$ cat src/rtl/fetch_ctrl_pkg.sv
// ============================================================================
// fetch_ctrl_pkg : shared fetch/decode constants and FSM state encoding
// Revision: 1.0
// ============================================================================
`default_nettype none

package fetch_ctrl_pkg;

   localparam logic [31:0] NOP          = 32'h0000_0000;
   localparam logic [31:0] RESET_VEC    = 32'h0000_0000;
   localparam logic [31:0] INT_VEC_ADDR = 32'h0000_0001;

   typedef enum logic [1:0] {
      ST_BOOT    = 2'd0,
      ST_RUN     = 2'd1,
      ST_INT_VEC = 2'd2
   } fetch_state_e;

   // Sequential successor; wraps 32'hFFFFFFFF -> 0 by natural overflow.
   function automatic logic [31:0] pc_incr(input logic [31:0] pc);
      return pc + 32'd1;
   endfunction

endpackage

`default_nettype wire

$ cat src/rtl/fetch_ctrl_if.sv
// ============================================================================
// fetch_ctrl_if : redirect/hazard inputs, instruction memory and buffer bus
// Revision: 1.0
// ============================================================================
`default_nettype none

interface fetch_ctrl_if;

   logic        stall;
   logic        branch_taken;
   logic [31:0] branch_target;
   logic        int_req;
   logic [31:0] imem_addr;
   logic [31:0] imem_data;
   logic        buf_enable;
   logic [31:0] buf_pc;
   logic [31:0] buf_instruction;
   logic        buf_int;

   modport master (
      input  stall, branch_taken, branch_target, int_req, imem_data,
      output imem_addr, buf_enable, buf_pc, buf_instruction, buf_int
   );

   modport slave (
      output stall, branch_taken, branch_target, int_req, imem_data,
      input  imem_addr, buf_enable, buf_pc, buf_instruction, buf_int
   );

endinterface

`default_nettype wire

$ cat src/rtl/fetch_ctrl_pc_reg.sv
// ============================================================================
// pc_reg : 32-bit program counter with synchronous active-low reset and load
// Revision: 1.0
// ============================================================================
`default_nettype none

module pc_reg #(
   parameter logic [31:0] RST_VAL = 32'h0000_0000
) (
   input  wire logic        clk,
   input  wire logic        rst,
   input  wire logic        load,
   input  wire logic [31:0] d,
   output logic      [31:0] q
);

   logic [31:0] pc_q;
   logic [31:0] pc_d;

   always_comb begin
      pc_d = pc_q;
      if (load) begin
         pc_d = d;
      end
   end

   always_ff @(posedge clk) begin
      if (!rst) begin
         pc_q <= RST_VAL;
      end else begin
         pc_q <= pc_d;
      end
   end

   assign q = pc_q;

endmodule

`default_nettype wire

$ cat src/rtl/fetch_ctrl.sv
// ============================================================================
// fetch_ctrl : instruction fetch FSM with branch redirect, stall and interrupt
// Revision: 1.0
// ============================================================================
`default_nettype none

module fetch_ctrl
   import fetch_ctrl_pkg::*;
(
   input  wire logic     clk,
   input  wire logic     rst,
   fetch_ctrl_if.master  bus
);

   fetch_state_e state_q;
   fetch_state_e state_d;
   logic         int_pending_q;
   logic         int_pending_d;
   logic [31:0]  pc_q;
   logic [31:0]  pc_d;
   logic         pc_load;

   logic [31:0]  imem_addr;
   logic         buf_enable;
   logic [31:0]  buf_pc;
   logic [31:0]  buf_instruction;
   logic         buf_int;

   pc_reg #(
      .RST_VAL (RESET_VEC)
   ) u_pc_reg (
      .clk  (clk),
      .rst  (rst),
      .load (pc_load),
      .d    (pc_d),
      .q    (pc_q)
   );

   always_comb begin
      state_d         = state_q;
      int_pending_d   = int_pending_q | bus.int_req;
      pc_d            = pc_q;
      pc_load         = 1'b0;
      imem_addr       = pc_q;
      buf_enable      = 1'b0;
      buf_pc          = pc_q;
      buf_instruction = bus.imem_data;
      buf_int         = 1'b0;

      // While reset is held the buffer sees the boot NOP, whatever the state.
      if (!rst) begin
         state_d         = ST_BOOT;
         int_pending_d   = 1'b0;
         imem_addr       = RESET_VEC;
         buf_enable      = 1'b1;
         buf_pc          = RESET_VEC;
         buf_instruction = NOP;
      end else begin
         case (state_q)
            ST_BOOT: begin
               imem_addr       = RESET_VEC;
               buf_enable      = 1'b1;
               buf_pc          = RESET_VEC;
               buf_instruction = NOP;
               pc_d            = bus.imem_data;
               pc_load         = 1'b1;
               state_d         = ST_RUN;
            end
            ST_RUN: begin
               if (bus.branch_taken) begin
                  buf_enable      = 1'b1;
                  buf_instruction = NOP;
                  pc_d            = bus.branch_target;
                  pc_load         = 1'b1;
               end else if (bus.stall) begin
                  buf_enable = 1'b0;
               end else if (int_pending_q || bus.int_req) begin
                  // pc is the return address and is held across the vector fetch.
                  buf_enable      = 1'b1;
                  buf_int         = 1'b1;
                  buf_instruction = NOP;
                  int_pending_d   = 1'b0;
                  state_d         = ST_INT_VEC;
               end else begin
                  buf_enable = 1'b1;
                  pc_d       = pc_incr(pc_q);
                  pc_load    = 1'b1;
               end
            end
            ST_INT_VEC: begin
               imem_addr       = INT_VEC_ADDR;
               buf_enable      = 1'b1;
               buf_instruction = NOP;
               pc_d            = bus.imem_data;
               pc_load         = 1'b1;
               state_d         = ST_RUN;
            end
            default: begin
               state_d = ST_BOOT;
            end
         endcase
      end
   end

   always_ff @(posedge clk) begin
      if (!rst) begin
         state_q       <= ST_BOOT;
         int_pending_q <= 1'b0;
      end else begin
         state_q       <= state_d;
         int_pending_q <= int_pending_d;
      end
   end

   assign bus.imem_addr       = imem_addr;
   assign bus.buf_enable      = buf_enable;
   assign bus.buf_pc          = buf_pc;
   assign bus.buf_instruction = buf_instruction;
   assign bus.buf_int         = buf_int;

endmodule

`default_nettype wire

$ cat src/flat_wrapper.sv
// flat-port wrapper written by rule: the top's interface ports become plain ports
module fetch_ctrl_flat import fetch_ctrl_pkg::*;
  (clk, rst, bus_stall, bus_branch_taken, bus_branch_target, bus_int_req, bus_imem_data, bus_imem_addr, bus_buf_enable, bus_buf_pc, bus_buf_instruction, bus_buf_int);
  fetch_ctrl_if bus_i ();
  input  wire logic clk;
  input  wire logic rst;
  input wire logic [$bits(bus_i.stall)-1:0] bus_stall;
  input wire logic [$bits(bus_i.branch_taken)-1:0] bus_branch_taken;
  input wire logic [$bits(bus_i.branch_target)-1:0] bus_branch_target;
  input wire logic [$bits(bus_i.int_req)-1:0] bus_int_req;
  input wire logic [$bits(bus_i.imem_data)-1:0] bus_imem_data;
  output wire logic [$bits(bus_i.imem_addr)-1:0] bus_imem_addr;
  output wire logic [$bits(bus_i.buf_enable)-1:0] bus_buf_enable;
  output wire logic [$bits(bus_i.buf_pc)-1:0] bus_buf_pc;
  output wire logic [$bits(bus_i.buf_instruction)-1:0] bus_buf_instruction;
  output wire logic [$bits(bus_i.buf_int)-1:0] bus_buf_int;
  assign bus_i.stall = bus_stall;
  assign bus_i.branch_taken = bus_branch_taken;
  assign bus_i.branch_target = bus_branch_target;
  assign bus_i.int_req = bus_int_req;
  assign bus_i.imem_data = bus_imem_data;
  assign bus_imem_addr = bus_i.imem_addr;
  assign bus_buf_enable = bus_i.buf_enable;
  assign bus_buf_pc = bus_i.buf_pc;
  assign bus_buf_instruction = bus_i.buf_instruction;
  assign bus_buf_int = bus_i.buf_int;
  fetch_ctrl u_core (.clk(clk), .rst(rst), .bus(bus_i));
endmodule
$ cat config.mk
export PLATFORM = sky130hd
export DESIGN_NAME = fetch_ctrl_flat
export DESIGN_NICKNAME = d
export VERILOG_FILES = /design/src/rtl/fetch_ctrl_pkg.sv /design/src/rtl/fetch_ctrl_if.sv /design/src/rtl/fetch_ctrl_pc_reg.sv /design/src/rtl/fetch_ctrl.sv /design/src/flat_wrapper.sv
export SDC_FILE = /design/constraint.sdc
export NUM_CORES = 1
export LEC_CHECK = 0
export ABC_AREA = 1
export CAP_MARGIN = 20
export CORE_UTILIZATION = 25
export CTS_CLUSTER_SIZE = 28
export DETAILED_ROUTE_END_ITERATION = 6
export GPL_ROUTABILITY_DRIVEN = 0
export MAX_ROUTING_LAYER = met4
export PLACE_DENSITY = 0.56
export SETUP_SLACK_MARGIN = 0.4
export SYNTH_ARGS = -nofsm -noshare
export SYNTH_HDL_FRONTEND = slang
export SYNTH_SLANG_ARGS = --single-unit
$ cat constraint.sdc
create_clock -name clk -period 2.1 [get_ports clk]
set_input_delay 0.63 -clock clk [delete_from_list [all_inputs] [get_ports clk]]
set_output_delay 0.63 -clock clk [all_outputs]
set_load 0.05 [all_outputs]
==> results_dict.tcl <==
set metrics [dict create \
    antenna_found_initial 0 \
    setup.worst_path.end_class "primary output" \
    grtUsageTotal 0.234 \
    drive_above_1_share 0.419 \
    synth-seq-cells 35 \
    slew-limit-headroom 0.641 \
    clockBufferDepth 2 \
    worst_hold_slack_ns 0.540 \
    hold_path.class "register to register" \
    vias_per_cell 4.68 \
    yosysTopAreaCell "dfxtp_1" \
    portBuffers 166 \
    vias 4824 \
    fin_ws_ns -0.384 \
    boundaryPins 167 \
    vdd_drop_max_mv 0.357 \
    syn_to_final_growth_pct 143 \
    arrival_ns 1.85 \
    r2r-end "u_core.u_pc_reg.q[12]$_SDFFE_PN0P_" \
    synth.net_count 693 \
    grt_setup_unrepaired "true" \
    dieArea_um2 14300 \
    worstRegToRegCells 9 \
    period_needed_ns 2.48 \
    grt-ovfl-total 0 \
    violations "setup timing" \
    synth_cells 623 \
    hold_buffers 0 \
    r2r_slack_ns 0.46 \
    crit_path_start "bus_int_req" \
    r2r-start "u_core.int_pending_q$_SDFF_PN0_" \
    wirelength_um 16200 \
    slew_violations 0 \
    rows 42 \
    synth_area_um2 3460 \
    drc_errors 0 \
    tritoncts "built" \
    yosys-top-cells-count "nand2_1 (144), nor2_1 (144), a21oi_1 (83)" \
    clock-sinks 35 \
    grt_max_degree 44 \
    htreeDepth 2 \
    nNetsFinal 923 \
    synth-edff-count 0 \
    cp-endpoint "bus_buf_instruction[9]" \
    yosys_warnings 0 \
    cp_max_fo 8 \
    cts_buffers 5 \
    p_per_area_nw_per_um2 430 \
    die_h_um 120 \
    final-hold-violation-count 0 \
    antenna_cells 0 \
    ys.flop_type "dfxtp_1" \
    holdCritStartpoint "u_core.u_pc_reg.q[31]$_SDFFE_PN0P_" \
    cts_root_buf "clkbuf_16" \
    status "finished with violations" \
    ys_seq_area_frac 0.203 \
    post_drt_wl_per_cell_um 15.7 \
    first_global_vias 5037 \
    fin_skew_ns 0.00534 \
    async_flop_share 0 \
    synth_top_area_frac 0.203 \
    grt_pass1_wl_um 25600 \
    drt_first_pass_iters 5 \
    die_x_um 120 \
    cp.required_ns 1.47 \
    clk_latency_ns 0.28 \
    setup_viol 81 \
    core_um2 13300 \
    fin_crit_sh 1.18 \
    synthTopCellsByArea "dfxtp_1 (20%), nand2_1 (16%), nor2_1 (16%)" \
    drtIter0Drc 232 \
    clkTransAtPathRegs_ns 0.06 \
    ant_nets 0 \
    tightest_slew_ns 0.538 \
    place.detailed.hpwl_um 11400 \
    crit_type "input pin to primary output" \
    fin_util 0.629 \
    max_cap_violations 0 \
    ys_types 32 \
    leakage_nw 3.54 \
    synth.avg_cell_area_um2 5.55 \
    fmax_mhz 403 \
    start_util 0.259 \
    worstSetupStartpointType "input pin" \
]
==> per-stage QoR <==
stage                     power (mW)  setup slack, ns  cell area [um2]  instances  TNS [ns]
final                           3.61           -0.384             8390       1030    -13.79
after global routing            3.78           -0.443             8390       1030    -18.18
after CTS                       3.54           -0.419             8150       1017    -14.21
after detailed placement        2.60           -0.754             7430        984    -56.22
after global placement          2.57           -0.696             7430        984    -53.22
after floorplan                 1.85           -0.267             4340        623     -7.87
==> layout by cell type, fill, tap and decap left out, types with 8 or more instances in the layout <==
master and n:
nand2_1 142, buf_12 112, nor2_4 101, inv_1 73, a21oi_1 70, clkdlybuf4s50_1 64
nor2_1 48, buf_4 47, dfxtp_1 33, nand3_1 27, a21oi_2 15, o21ai_0 12
buf_16 12, buf_6 12, xor2_1 10, nand3_2 8
==> logic make-up (layout without fill, tap and decap cells) <==
kind of cell	count (synthesis)	in the layout	synth area share
AO/OA/AOI/OAI	114	114	0.177
XOR/XNOR	10	10	0.0253
adder cells (fa/ha/maj)	1	1	0.00362
buffers and inverters	111	342	0.133
flip-flops	35	35	0.203
AND/OR/NAND/NOR	352	352	0.458
==> registers in the layout, summed over array words and instances, names as in the netlist <==
register / cells
u_core.int_pending_q: 1
u_core.u_pc_reg.q: 32
u_core.state_q: 2
==> final cells by class <==
cell class                      count  area, um2
Sequential cell                    35        706
Fill cell                        1137       4960
Clock buffer                        8        156
Timing Repair Buffer              254       3820
Multi-Input combinational cell    477       3170
Inverter                           80        323
Tap cell                          176        220
==> worst min path at each step <==
stage | end | cells past startpoint
2_1_floorplan | u_core.u_pc_reg.q[31]$_SDFFE_PN0P_ | 2
3_3_place_gp | u_core.u_pc_reg.q[31]$_SDFFE_PN0P_ | 2
3_5_place_dp | u_core.u_pc_reg.q[31]$_SDFFE_PN0P_ | 2
4_1_cts | u_core.u_pc_reg.q[31]$_SDFFE_PN0P_ | 2
5_1_grt | u_core.u_pc_reg.q[9]$_SDFFE_PN0P_ | 2
6_report | u_core.u_pc_reg.q[31]$_SDFFE_PN0P_ | 2
==> per-layer routing <==
metal / track usage / up-vias / share of wire
li1: - / 2417 / -
met1: 0.271 / 2202 / 0.40
met2: 0.403 / 188 / 0.51
met3: 0.0471 / 17 / 0.074
met4: 0.0773 / 0 / 0.021
met5: - / - / 0
==> timing repair <==
item / CTS / global route
cloned: 10 / 2
pin swaps: 20 / 14
endpoints found under the setup margin: 132 / 130
hold endpoints to repair: 0 / 0
gates resized for setup: 61 / 25
setup buffers: 15 / 11
==> critical path: stages <==
cell and delay [ns]:
buf_6 0.09, or2_4 0.23, inv_4 0.06, nor2_4 0.04, o21ai_4 0.20, nand2_8 0.14
buf_12 0.19, nor2_4 0.11, buf_12 0.14
==> power by group <==
group	switching (mW)	internal, mW	leakage, nW
logic	1.07	0.889	3.17
registers	0.103	0.751	0.295
clock network	0.291	0.506	0.0772
total	1.46	2.15	3.54
No activity file was read; power rests on OpenSTA's default activity.
